**src/rtl/fanout_fork_pkg.sv**
```systemverilog
// Shared types and default sizes for the fanout eager-fork controller.
package fanout_fork_pkg;

  localparam int DEF_NUM_OUT = 7;
  localparam int DEF_DATA_W  = 16;

  typedef logic [DEF_NUM_OUT-1:0] mask_t;

  // EMPTY: no token held; HOLD: one token waiting for its consumers
  typedef enum logic {
    EMPTY = 1'b0,
    HOLD  = 1'b1
  } state_e;

endpackage

```
**src/rtl/fanout_fork_ctrl_if.sv**
```systemverilog
// Producer/consumer handshake bundle for fanout_fork_ctrl.
// master: the environment (producer + consumers); slave: the controller.
interface fanout_fork_ctrl_if
  import fanout_fork_pkg::*;
#(
  parameter int NUM_OUT = DEF_NUM_OUT,
  parameter int DATA_W  = DEF_DATA_W
);

  logic               in_valid;
  logic [DATA_W-1:0]  in_data;
  logic               in_ready;
  logic [NUM_OUT-1:0] out_valid;
  logic [DATA_W-1:0]  out_data;
  logic [NUM_OUT-1:0] out_ready;

  modport master (
    output in_valid, in_data, out_ready,
    input  in_ready, out_valid, out_data
  );

  modport slave (
    input  in_valid, in_data, out_ready,
    output in_ready, out_valid, out_data
  );

endinterface

```
**src/rtl/fanout_done_tracker.sv**
```systemverilog
// Per-branch delivery tracking for one held token: which enabled branches
// have already taken it, which are still offered, and when all are done.
module fanout_done_tracker
  import fanout_fork_pkg::*;
#(
  parameter int NUM_OUT = DEF_NUM_OUT
) (
  input  logic               clk,
  input  logic               reset,
  input  logic               full,
  input  logic               load,
  input  logic [NUM_OUT-1:0] mask,
  input  logic [NUM_OUT-1:0] out_ready,
  output logic [NUM_OUT-1:0] out_valid,
  output logic               all_acc
);

  logic [NUM_OUT-1:0] done_r;
  logic [NUM_OUT-1:0] fire_s;

  // Offer the token to enabled branches that have not yet taken it
  always_comb begin
    out_valid = {NUM_OUT{1'b0}};
    fire_s    = {NUM_OUT{1'b0}};
    all_acc   = 1'b0;
    if (full) begin
      out_valid = mask & ~done_r;
      fire_s    = out_valid & out_ready;
      all_acc   = &((done_r | fire_s) | ~mask);
    end else begin
      out_valid = {NUM_OUT{1'b0}};
      fire_s    = {NUM_OUT{1'b0}};
      all_acc   = 1'b0;
    end
  end

  // Remember deliveries; a fresh token or a retirement starts from zero
  always_ff @(posedge clk) begin
    if (reset) begin
      done_r <= {NUM_OUT{1'b0}};
    end else if (load || all_acc) begin
      done_r <= {NUM_OUT{1'b0}};
    end else if (full) begin
      done_r <= done_r | fire_s;
    end else begin
      done_r <= {NUM_OUT{1'b0}};
    end
  end

endmodule

```
**src/rtl/fanout_fork_ctrl.sv**
```systemverilog
// Sequential eager-fork controller: holds one producer token and broadcasts
// it to up to NUM_OUT consumers, releasing the producer only after every
// enabled branch has accepted it.
// Build option: FANOUT_FORK_PASSTHRU_EN lets a retiring token and a new
// capture share a cycle (combinational out_ready -> in_ready path).
module fanout_fork_ctrl
  import fanout_fork_pkg::*;
#(
  parameter int NUM_OUT = DEF_NUM_OUT,
  parameter int DATA_W  = DEF_DATA_W
) (
  input  logic               clk,
  input  logic               reset,
  input  logic [NUM_OUT-1:0] cfg_mask,
  fanout_fork_ctrl_if.slave  bus,
  output logic               busy
);

  state_e             state_r;
  logic [DATA_W-1:0]  data_r;
  logic [NUM_OUT-1:0] mask_r;
  logic               full_s;
  logic               in_ready_s;
  logic               load_s;
  logic               all_acc_s;
  logic [NUM_OUT-1:0] out_valid_s;

  assign full_s = (state_r == HOLD);

  // Producer may hand over a token when the buffer is (or is becoming) free
  always_comb begin
`ifdef FANOUT_FORK_PASSTHRU_EN
    in_ready_s = ~full_s | all_acc_s;
`else
    in_ready_s = ~full_s;
`endif
  end

  // A captured token with an empty mask is accepted and dropped
  assign load_s = bus.in_valid & in_ready_s & (|cfg_mask);

  fanout_done_tracker #(
    .NUM_OUT (NUM_OUT)
  ) u_tracker (
    .clk       (clk),
    .reset     (reset),
    .full      (full_s),
    .load      (load_s),
    .mask      (mask_r),
    .out_ready (bus.out_ready),
    .out_valid (out_valid_s),
    .all_acc   (all_acc_s)
  );

  // Buffer FSM: capture payload and routing, retire once all branches took it
  always_ff @(posedge clk) begin
    if (reset) begin
      state_r <= EMPTY;
      data_r  <= {DATA_W{1'b0}};
      mask_r  <= {NUM_OUT{1'b0}};
    end else begin
      case (state_r)
        EMPTY: begin
          if (load_s) begin
            state_r <= HOLD;
            data_r  <= bus.in_data;
            mask_r  <= cfg_mask;
          end else begin
            state_r <= EMPTY;
          end
        end
        HOLD: begin
          if (load_s) begin
            state_r <= HOLD;
            data_r  <= bus.in_data;
            mask_r  <= cfg_mask;
          end else if (all_acc_s) begin
            state_r <= EMPTY;
          end else begin
            state_r <= HOLD;
          end
        end
        default: begin
          state_r <= EMPTY;
        end
      endcase
    end
  end

  assign bus.in_ready  = in_ready_s;
  assign bus.out_valid = out_valid_s;
  assign bus.out_data  = data_r;
  assign busy          = full_s;

endmodule

```
**src/flat_wrapper.sv**
```systemverilog
// flat-port wrapper written by rule: the top's interface ports become plain ports
module fanout_fork_ctrl_flat import fanout_fork_pkg::*;
#(
  parameter int NUM_OUT = DEF_NUM_OUT,
  parameter int DATA_W  = DEF_DATA_W
)
  (clk, reset, cfg_mask, busy, bus_in_valid, bus_in_data, bus_out_ready, bus_in_ready, bus_out_valid, bus_out_data);
  fanout_fork_ctrl_if #(.NUM_OUT(NUM_OUT), .DATA_W(DATA_W)) bus_i ();
  input  logic clk;
  input  logic reset;
  input  logic [NUM_OUT-1:0] cfg_mask;
  output logic busy;
  input wire logic [$bits(bus_i.in_valid)-1:0] bus_in_valid;
  input wire logic [$bits(bus_i.in_data)-1:0] bus_in_data;
  input wire logic [$bits(bus_i.out_ready)-1:0] bus_out_ready;
  output wire logic [$bits(bus_i.in_ready)-1:0] bus_in_ready;
  output wire logic [$bits(bus_i.out_valid)-1:0] bus_out_valid;
  output wire logic [$bits(bus_i.out_data)-1:0] bus_out_data;
  assign bus_i.in_valid = bus_in_valid;
  assign bus_i.in_data = bus_in_data;
  assign bus_i.out_ready = bus_out_ready;
  assign bus_in_ready = bus_i.in_ready;
  assign bus_out_valid = bus_i.out_valid;
  assign bus_out_data = bus_i.out_data;
  fanout_fork_ctrl #(.NUM_OUT(NUM_OUT), .DATA_W(DATA_W)) u_core (.clk(clk), .reset(reset), .cfg_mask(cfg_mask), .bus(bus_i), .busy(busy));
endmodule
```
**config.mk**
```make
export PLATFORM = sky130hd
export DESIGN_NAME = fanout_fork_ctrl_flat
export DESIGN_NICKNAME = d
export VERILOG_FILES = /design/src/rtl/fanout_fork_pkg.sv /design/src/rtl/fanout_fork_ctrl_if.sv /design/src/rtl/fanout_done_tracker.sv /design/src/rtl/fanout_fork_ctrl.sv /design/src/flat_wrapper.sv
export SDC_FILE = /design/constraint.sdc
export NUM_CORES = 1
export LEC_CHECK = 0
export CAP_MARGIN = 10
export CORE_ASPECT_RATIO = 1.2
export CORE_UTILIZATION = 36
export DETAILED_ROUTE_END_ITERATION = 10
export GPL_TIMING_DRIVEN = 0
export PLACE_DENSITY = 0.75
export SYNTH_ARGS = -nofsm -noshare
export SYNTH_HDL_FRONTEND = slang
export SYNTH_SLANG_ARGS = --single-unit
```
**constraint.sdc**
```tcl
create_clock -name clk -period 1.3 [get_ports clk]
set_input_delay 0.13 -clock clk [delete_from_list [all_inputs] [get_ports clk]]
set_output_delay 0.13 -clock clk [all_outputs]
set_load 0.01 [all_outputs]
```
==> impl_metrics.env <==
export IMPL_report_final_slew_viol_count=0
export IMPL_finalPower_mw=2.16
export IMPL_antenna_cells=0
export IMPL_grt_overflow=0
export IMPL_period_share_pct=119
export IMPL_clock_fmax_mhz=649
export IMPL_final_setup_viol_count=32
export IMPL_gp_congestion=0.733
export IMPL_ff2ff_path_depth=7
export IMPL_yosysWarningCount=0
export IMPL_hold_viol=0
export IMPL_r2r_start="u_core.busy$_SDFF_PP0_"
export IMPL_cts_htree_levels=2
export IMPL_end_kind="output pin"
export IMPL_hp_class="in -> reg"
export IMPL_finalWirelength_mm=3.90
export IMPL_start_kind="register"
export IMPL_tns_ns=-5.01
export IMPL_min_period_ns=1.54
export IMPL_dp_cells=213
export IMPL_rows=22
export IMPL_r2r_end="u_core.bus.out_data[7]$_SDFFE_PP0P_"
export IMPL_wl_per_cell_um=16.4
export IMPL_worstSetupPathType="reg -> out"
export IMPL_grt_pass1_wl_mm=6.07
export IMPL_io_buffer_count=56
export IMPL_rsz0062_at_grt="true"
export IMPL_cts_sinks=31
export IMPL_route_detailed_drc=0
export IMPL_p_leak_nw=0.942
export IMPL_synth_top_family_by_area="simple AND/OR/NAND/NOR gates"
export IMPL_muxShareOfSynthArea_pct=18.2
export IMPL_area_delta_synth_final_pct=81.3
export IMPL_place_area_um2=1820
export IMPL_grt_pass1_vias=1358
export IMPL_netlist_instances=121
export IMPL_die_area_um2=3600
export IMPL_ctsRootBufferMaster="clkbuf_4"
export IMPL_peakVddDrop_uv=693
export IMPL_viasPerCell=5.04
export IMPL_antenna_found_initial=0
export IMPL_syn_cell_area_um2=1210
export IMPL_num_io_pins=58
export IMPL_insertion_delay_ns=0.34
export IMPL_outcome="finished, violations left"
export IMPL_fillers=253
export IMPL_slew_headroom_pct=70.7
export IMPL_cap_violations=0
export IMPL_synth_compound_area_share_pct=4.96
export IMPL_grt_max_degree=11
export IMPL_yosys_area_share_simple_pct=22.4
export IMPL_cts_inserted_buffers=5
export IMPL_dr_pass1_iters=4
export IMPL_fin_util_pct=69.9
export IMPL_syn_nets=154
export IMPL_synth_area_per_cell_um2=10.0
export IMPL_layout_nets=235
export IMPL_violations="setup timing"
export IMPL_clk_path_buf_depth=2
export IMPL_crit_required_ns=1.17
export IMPL_worstHoldStart="reset"
export IMPL_ys_seq_area_share_pct=51.3
export IMPL_die_h_um=65.5
export IMPL_die_x_um=54.9
export IMPL_instances_no_fill=238
export IMPL_path_clk_slew_ns=0.09
export IMPL_grt_util_all_layers_pct=24.3
export IMPL_worstHoldEndpoint="u_core.bus.out_data[8]$_SDFFE_PP0P_"
export IMPL_synthAdderAreaFrac_pct=0
export IMPL_yosys_register_bits=31
export IMPL_critPathMaxFanout=3
export IMPL_core_area_um2=3140
export IMPL_reg2reg_setup_slack_ns=-0.23
export IMPL_vias=1199
export IMPL_drtAntennaViolNets=0
export IMPL_hpwl_mm=2.38
export IMPL_fin_skew_ns=0.00863
export IMPL_stdcell_area_um2=2190
export IMPL_start_util_pct=38.6
export IMPL_tritoncts="done"
export IMPL_setup_slack_ns=-0.241
export IMPL_synth_xor_area_share_pct=0
export IMPL_worst_pin_slew_ns=0.439
export IMPL_arrival_ns=1.41
export IMPL_drive_gt1_share_pct=35.6
export IMPL_initialDrtViolationCount=7
export IMPL_whs_path_depth=2
export IMPL_p_per_area_nw_per_um2=985
export IMPL_ys_types=17
-- synth_stat cells (all sizes together) --
cell type  instances  area, um^2
dfxtp             31         621
nor2              29         109
mux2i             22         220
nor3b             14         105
a21oi              8        40.0
buf                3        26.3
clkbuf             2        7.51
nand2              2        7.51
nand2b             2        12.5
nor3               2        10.0
nor4               2        18.8
a211o              1        8.76
a21boi             1        11.3
inv                1        3.75
nor2b              1        8.76
-- placed cells by master (no fill, tap or decap), drive strengths merged --
cell type      Yosys  layout
nand2b             2       2
clkinvlp           0       2
a21oi              8       8
dfxtp             31      31
nor3               2       2
clkinv             0       1
nand2              2       2
clkdlybuf4s50      0      31
dlygate4sd2        0      17
mux2i             22      22
nor2b              1       1
buf                3      28
a21boi             1       1
clkbuf             2       8
a211o              1       1
nor2              29      29
nor4               2       2
nor3b             14      14
-- final cells by class --
type                    count  area, um^2  area share [%]
inverters                   1        7.51           0.342
flip-flops and latches     31         636            29.0
multi-input cells          84         728            33.2
well taps                  36        45.0            2.05
repair inverters            1        7.51           0.342
clock inverters             1        5.00           0.228
clock buffers               6        51.3            2.34
repair buffers             73         672            30.6
plain buffers               5        41.3            1.88
-- kinds of logic after synthesis --
group	Yosys count
compound gates	10
simple gates	52
buf+inv	6
mux	22
flops	31
-- metrics by stage --
step / hold WS (ns) / setup slack (ns)
floorplan: 0.266 / 0.0471
detailed placement: 0.446 / -0.437
CTS: 0.0834 / -0.240
global placement: 0.440 / -0.380
finish: 0.112 / -0.241
global route: 0.138 / -0.298
-- timing repair --
action	CTS	global route
gates resized for setup	74	32
cloned	3	0
hold buffers	0	0
setup buffers	16	2
endpoints found under the setup margin	53	39
pin swaps	5	11
-- registers in the layout, summed over array words and instances, names as in the netlist --
register	flops
u_core.busy	1
u_core.u_tracker.done_r	7
u_core.bus.out_data	16
u_core.mask_r	7
-- worst max-delay path: stages (launching register included) --
cell        delay, ns
dfxtp_4          0.39
clkinvlp_4       0.12
buf_6            0.14
buf_6            0.11
nor3b_4          0.16
buf_2            0.16
-- worst max-delay path by stage --
stage / slack (ns) / start / endpoint / cells after the start
floorplan: 0.05 / u_core.busy$_SDFF_PP0_ / u_core.bus.out_data[0]$_SDFFE_PP0P_ / 5
global placement: -0.38 / cfg_mask[3] / u_core.bus.out_data[2]$_SDFFE_PP0P_ / 6
detailed placement: -0.44 / cfg_mask[3] / u_core.bus.out_data[1]$_SDFFE_PP0P_ / 6
CTS: -0.24 / u_core.busy$_SDFF_PP0_ / bus_out_valid[5] / 5
global route: -0.30 / u_core.busy$_SDFF_PP0_ / u_core.bus.out_data[7]$_SDFFE_PP0P_ / 7
finish: -0.24 / u_core.busy$_SDFF_PP0_ / bus_out_valid[5] / 5
-- layer usage --
metal	vias to the layer above	part of all wire, %	GRT usage (%)
li1	574	-	-
met2	58	55	44.9
met4	0	2.3	10.0
met5	-	0	0
met1	554	35	22.4
met3	13	7.8	9.26
-- power breakdown --
| part | internal, mW | switching, mW |
|---|---|---|
| combinational | 0.318 | 0.217 |
| sequential | 1.00 | 0.0360 |
| clock | 0.250 | 0.335 |
No activity file was read; power rests on OpenSTA's default activity.
